**config.mk**
```make
export PLATFORM = sky130hd
export DESIGN_NAME = icon_update_ctrl
export DESIGN_NICKNAME = d
export VERILOG_FILES = /design/src/rtl/icon_update_ctrl.sv
export SDC_FILE = /design/constraint.sdc
export NUM_CORES = 1
export LEC_CHECK = 0
export ABC_AREA = 1
export CORE_AREA = 2 2 92 102
export CTS_CLUSTER_SIZE = 12
export DETAILED_ROUTE_END_ITERATION = 7
export DIE_AREA = 0 0 94 104
export HOLD_SLACK_MARGIN = 0.03
export SYNTH_ARGS = -nofsm -noshare
export SYNTH_HDL_FRONTEND = slang
export SYNTH_SLANG_ARGS = --single-unit
```
**constraint.sdc**
```tcl
create_clock -name clock -period 1.4 [get_ports clock]
set_input_delay 0.21 -clock clock [delete_from_list [all_inputs] [get_ports clock]]
set_output_delay 0.21 -clock clock [all_outputs]
set_load 0.02 [all_outputs]
```
**src/rtl/icon_update_ctrl.sv**
```systemverilog
// Frame-synchronous update controller for the rojobot icon path: stages each
// register-set update and commits it to the icon renderer once per vertical blanking.
module icon_update_ctrl #(
  parameter int unsigned V_ACTIVE = 768,
  parameter int unsigned ANIM_DIV = 8
) (
  input  logic        clock,
  input  logic        reset_n,
  input  logic        upd_sysregs,
  input  logic [7:0]  BotInfo_in,
  input  logic [7:0]  LocX_in,
  input  logic [7:0]  LocY_in,
  input  logic [11:0] pixel_row,
  input  logic        IO_INT_ACK,
  output logic        IO_BotUpdt_Sync,
  output logic [7:0]  BotInfo_reg,
  output logic [7:0]  LocX_reg,
  output logic [7:0]  LocY_reg,
  output logic        frame_commit,
  output logic [1:0]  anim_frame,
  output logic [7:0]  drop_cnt
);

  localparam int unsigned RowW  = 12;
  localparam int unsigned DataW = 8;
  localparam logic [RowW-1:0]  VActiveRow = RowW'(V_ACTIVE);
  localparam logic [DataW-1:0] FrmLast    = DataW'(ANIM_DIV - 1);
  localparam logic [DataW-1:0] DropMax    = '1;

  typedef enum logic [1:0] {
    IDLE    = 2'd0,
    PENDING = 2'd1,
    HOLD    = 2'd2
  } state_t;

  state_t             state;
  state_t             stateNext;
  logic               commit;
  logic               vblank;
  logic               vblankD;
  logic               vbRise;
  logic               vbFall;
  logic               frmWrap;
  logic               stgValid;
  logic               moved;
  logic [DataW-1:0]   stgInfo;
  logic [DataW-1:0]   stgX;
  logic [DataW-1:0]   stgY;
  logic [DataW-1:0]   frmCnt;

  assign vblank  = (pixel_row >= VActiveRow);
  assign vbRise  = vblank & ~vblankD;
  assign vbFall  = ~vblank & vblankD;
  assign frmWrap = vbRise && (frmCnt == FrmLast);

  // State register
  always_ff @(posedge clock) begin
    if (!reset_n) state <= IDLE;
    else          state <= stateNext;
  end

  // Next-state and commit decode; at most one commit per blanking interval
  always_comb begin
    stateNext = state;
    commit    = 1'b0;
    case (state)
      IDLE: begin
        if (upd_sysregs) stateNext = PENDING;
      end
      PENDING: begin
        if (vblank) begin
          commit    = 1'b1;
          stateNext = HOLD;
        end
      end
      HOLD: begin
        if (vbFall) stateNext = (stgValid || upd_sysregs) ? PENDING : IDLE;
      end
      default: stateNext = IDLE;
    endcase
  end

  // Staging, handshake, drop counter and committed register set
  always_ff @(posedge clock) begin
    if (!reset_n) begin
      vblankD         <= 1'b0;
      stgValid        <= 1'b0;
      stgInfo         <= '0;
      stgX            <= '0;
      stgY            <= '0;
      drop_cnt        <= '0;
      IO_BotUpdt_Sync <= 1'b0;
      frame_commit    <= 1'b0;
      BotInfo_reg     <= '0;
      LocX_reg        <= '0;
      LocY_reg        <= '0;
    end else begin
      vblankD         <= vblank;
      stgValid        <= upd_sysregs | (stgValid & ~commit);
      IO_BotUpdt_Sync <= upd_sysregs | (IO_BotUpdt_Sync & ~IO_INT_ACK);
      frame_commit    <= commit;
      if (upd_sysregs) begin
        stgInfo <= BotInfo_in;
        stgX    <= LocX_in;
        stgY    <= LocY_in;
      end
      if (upd_sysregs && stgValid && !commit && (drop_cnt != DropMax))
        drop_cnt <= drop_cnt + DataW'(1);
      if (commit) begin
        BotInfo_reg <= stgInfo;
        LocX_reg    <= stgX;
        LocY_reg    <= stgY;
      end
    end
  end

  // Animation: step the frame index once per ANIM_DIV frames if the bot moved
  always_ff @(posedge clock) begin
    if (!reset_n) begin
      frmCnt     <= '0;
      anim_frame <= '0;
      moved      <= 1'b0;
    end else begin
      if (vbRise) frmCnt <= frmWrap ? '0 : frmCnt + DataW'(1);
      if (frmWrap) anim_frame <= moved ? anim_frame + 2'd1 : 2'd0;
      // A commit sharing the wrap edge seeds the next window
      if (commit)       moved <= (stgX != LocX_reg) || (stgY != LocY_reg);
      else if (frmWrap) moved <= 1'b0;
    end
  end

endmodule

```
**Yosys cells after proc, flatten, opt, wreduce, memory -nomap -nowiden**

Index checks and enable logic that the tools add are counted.

- Add/sub/neg operators: 3
- Multiply operators: 0
- Divide/modulo/power cells: 0
- Magnitude comparators: 1
- Equality and inequality tests: 9
- Shift operators: 0
- Muxes and demuxes: 11
- Bitwise logic cells: 10
- Reduce and logical (&&, ||, !) cells: 10

Operators by type and width:

| kind | number |
|---|---|
| 8-bit by 1-bit adder with 8-bit output (second input constant) | 2 |
| 8-bit inequality test | 2 |
| 12-bit by 10-bit greater-or-equal comparator with 1-bit output (second input constant) | 1 |
| 8-bit by 3-bit == test with 1-bit output (second input constant) | 1 |
| 2-bit 2-to-1 mux | 4 |
| 8-bit 2-to-1 mux | 1 |
| 8-bit inequality test (second input constant) | 1 |
| 2-bit inequality test (second input constant) | 3 |
| 2-bit one-hot mux with 3 select lines | 1 |
| 1-bit 2-to-1 mux | 5 |
| 1-bit bitwise AND | 4 |
| 1-bit logical AND | 4 |
| 1-bit NOT | 4 |
| 3-bit AND reduction | 1 |
| 2-bit by 1-bit adder with 2-bit output (second input constant) | 1 |
| 2-bit by 1-bit == test with 1-bit output (second input constant) | 1 |
| 2-bit == test (second input constant) | 1 |
| 2-bit zero test | 1 |
| 1-bit logical OR | 2 |
| 1-bit bitwise OR | 2 |
| 2-bit nonzero test | 1 |
| 1-bit zero test | 1 |

- Register bits after elaboration: 73
- Latch bits: 0
- Bits in writable memories: 0
- ROM bits: 0
- Bits of input ports: 40
- Output and inout port bits: 36
- Word-level logic and storage cells: 59
- Memories kept: 0

**Logic depth before layout (Yosys ltp)**

- Depth after elaboration: 6
- Mapped depth: 9
- Depth with buffers taken out: 9

**Least setup slack after synthesis**

Ideal clock, no wire load.

- Path type: reg-to-reg
- Start: reg drop_cnt[1]
- End: reg drop_cnt[5]
- Library setup time: 0.115 ns
- Arrival time: 1.300 ns
- Required time: 1.285 ns
- Setup slack: -0.016 ns
- Stages on the path, launching flop included: 9
- Path buffers: 0
- Period minus slack after synthesis: 1.416 ns
- Cells stage by stage: dfxtp_1 -> ha_1 -> nand2_1 -> nor2_2 -> nand2_1 -> nand3_4 -> inv_4 -> a21oi_1 -> nor2_1

- Longest elaborated chain between the ends: 2
- Elaborated cells on any way between the ends: 3
- Those cells by class: add/sub (1); eq/ne (1); reduce/logical (1)

RTL lines:

| element | RTL line | text |
|---|---|---|
| start: declaration | 21 | `output logic [7:0] drop_cnt` |
| start signal: assignment | 108 | `drop_cnt <= drop_cnt + DataW'(1);` |
| branches (longest 2 deep; another with 8-bit by 1-bit adder with 8-bit output) | - |  |

Several ways; the timed one is not identified.
A chain may end at the register's enable or synchronous reset.

**Final worst setup path**

- Start: reg drop_cnt[5]
- End: out drop_cnt[5]

No word-level cell between the ends.

==> summary.txt <==
R2R Path End: drop_cnt[5]
Max clock buf depth: 2
Min-Delay Startpoint: reset_n
Crit path kind: reg -> out
Vias in the first global route: 2795
Critical path launch point: drop_cnt[5]
Crit share post-route: 94.9%
Post-synthesis register bit count: 73
Layout cells sized above 1: 10.1%
WL/cell: 11.7 microns
Max Cap Viol: 0
First-pass detailed-route iteration total: 4
DIE HEIGHT: 104 microns
CP max FO: 6
Max incr delay on CP: 0.42 ns
Post-Route WL: 7210 microns
Setup TNS: 0 ns
Syn nets: 461
CTS tree: done
Die X: 94 microns
# rows: 36
CP Buf/Inv Count: 1
Worst skew pair latency: 0.34 ns
Die footprint: 9780 sq um
Met1 Wirelength: 3210 microns
Measured slew at the worst slew-check pin: 0.342 ns
Setup-failing EPs final: 0
Fin. Hold Viols: 0
Final estimated routing congestion in global placement: 0.786
Worst R2R Path Depth: 8
Worst r2r src: drop_cnt[1]
DRC: 0
Worst vdd ir: 0.000549 V
Leak: 1.84 nW
Max-slew violation count: 0
Placed cell area: 3950 sq um
Dpl hpwl: 5050 microns
Syn Std Cell Area: 3070 sq um
Register-to-Register Setup Slack: 0.09 ns
Initial DRC count: 128
Placeable Area: 8780 sq um
N_diodes: 0
Synth warn: 0
First-pass GRT wire length: 12400 microns
WHS Endpoint: frame_commit
Clk slew on worst S/H paths: 0.07 ns
Vias: 2870
CTS sink count: 73
Tmin final: 1.33 ns
Average cell area after synthesis: 7.32 sq um
Final Util: 46.8%
Fin cells: 617
PD cells: 1150 nW/um^2
Fillcell total: 897
Initial antenna violation count: 0
Clock root buffer: clkbuf_8
Hold_buf cts: 0
Critical path's slowest cell: dfxtp_1
TritonCTS buffer count: 9
Post-synthesis sequential area ratio: 47.6%
Starting Density: 34.9%
Top routing layer in use: met4
NumNets Final: 541
Met2 wire length: 3450 microns
I/O pin count: 76
Post-Syn Instances: 419
RSZ-0062 raised after global routing: yes
Worst Skew: 0.00584 ns
Critical path launch point type: flop
Syn-to-layout area delta: 34.1%
CP delay by family, top: flip-flops
CTS H-tree lvls: 3
Met3 routed WL: 448 microns
Largest net degree at the start of global routing: 60
Cell depth of the worst hold path: 3
Rel. slew slack: 77.2%
CP endpoint kind: output port
Hold Crit Class: in -> reg
Arr. time, crit path: 1.12 ns
Yosys cell types: 29
WP data required: 1.19 ns
I/O Buffers: 67
FMAX: 0.753 GHz
Final total power: 4.74 mW
GR Overflow Total: 0
Vias/cell: 4.65
Status: finished clean
ANT nets after route: 0
Final Cell Area: 4110 sq um
Critical-path cell list: dlygate4sd2_1
# placed instances: 600
Tot GR Track Use: 15.8%
layout by cell type (no fill, tap or decap), types with 2 or more instances in the layout:
cell type	synthesis	routed
xnor2_1	8	8
o21ai_1	2	2
nand3_1	9	9
nand2_2	3	4
buf_4	2	14
clkdlybuf4s50_1	0	30
nor2_1	86	85
inv_1	34	34
inv_2	3	3
nand2_1	73	72
clkbuf_8	0	9
nand2_4	2	2
nor3_1	2	2
xor2_1	5	5
buf_12	0	3
clkbuf_1	7	2
nor2_2	3	4
dlygate4sd2_1	0	36
nand4_1	5	5
o21ai_0	53	53
dfxtp_1	73	71
a21oi_1	33	33
clkinv_2	0	3
cell families (layout without fill, tap and decap cells):
family	Yosys count	after routing	share of synthesized area [%]
and+or+nand+nor	187	188	25.6
AOI/OAI and AO/OA	90	90	14.8
DFF	73	73	47.6
buffers and inverters	54	137	7.42
xor gates and xnor gates	13	13	3.71
adders and majority gates	2	2	0.816
worst max-delay path by stage:
stage / to / slack [ns] / cells past startpoint
after floorplan: drop_cnt[5] / 0.09 / 8
after global placement: drop_cnt[5] / -0.15 / 9
after detailed placement: drop_cnt[5] / -0.17 / 9
after CTS: drop_cnt[5] / 0.04 / 9
after global routing: drop_cnt[5] / -0.03 / 8
final: drop_cnt[5] / 0.07 / 1
routing by layer:
layer	vias to the layer above	track usage, %
met4	0	5.59
met3	7	5.80
met2	65	26.9
met1	1302	18.0
met5	-	0
li1	1496	-
through the flow:
stage | setup slack (ns) | hold slack, ns
after floorplan | 0.0855 | 0.345
after global placement | -0.148 | 0.454
after detailed placement | -0.171 | 0.466
after CTS | 0.0440 | 0.311
after global routing | -0.0315 | 0.346
final | 0.0718 | 0.317
cell type report:
class	instances	area, sq um	area share (%)
Timing Repair Buffer	84	786	19.1
Inverter	38	145	3.53
Clock inverter	4	45.0	1.10
Tap cell	114	143	3.47
Sequential cell	73	1470	35.7
Multi-Input combinational cell	293	1400	34.0
Clock buffer	11	131	3.19
synthesized netlist by cell type, drive strengths merged:
| cell type | count | area, sq um |
|---|---|---|
| a21oi | 33 | 165 |
| buf | 8 | 51.3 |
| clkbuf | 8 | 31.3 |
| dfxtp | 73 | 1460 |
| ha | 2 | 25.0 |
| inv | 38 | 145 |
| nand2 | 78 | 315 |
| nand3 | 10 | 62.6 |
| nand3b | 1 | 7.51 |
| nand4 | 5 | 31.3 |
| nor2 | 89 | 342 |
| nor3 | 3 | 20.0 |
| nor3b | 1 | 7.51 |
| o211ai | 1 | 7.51 |
| o21ai | 55 | 275 |
| o22ai | 1 | 6.26 |
| xnor2 | 8 | 70.1 |
| xor2 | 5 | 43.8 |
what timing repair did:
| action | 4_1_cts | 5_1_grt |
|---|---|---|
| buffers inserted | 0 | 1 |
| gates cloned | 0 | 1 |
| gates resized for setup | 36 | 4 |
| pin swaps | 0 | 2 |
| endpoints found under the setup margin | 36 | 10 |
where the power goes:
part           total, mW  internal [mW]  switching, mW  leakage, nW
logic              0.865          0.382          0.483         1.15
clock network       1.53          0.806          0.728       0.0929
registers           2.34           2.23          0.109        0.601
total               4.74           3.42           1.32         1.84
Power figures use the tool's default switching activity.
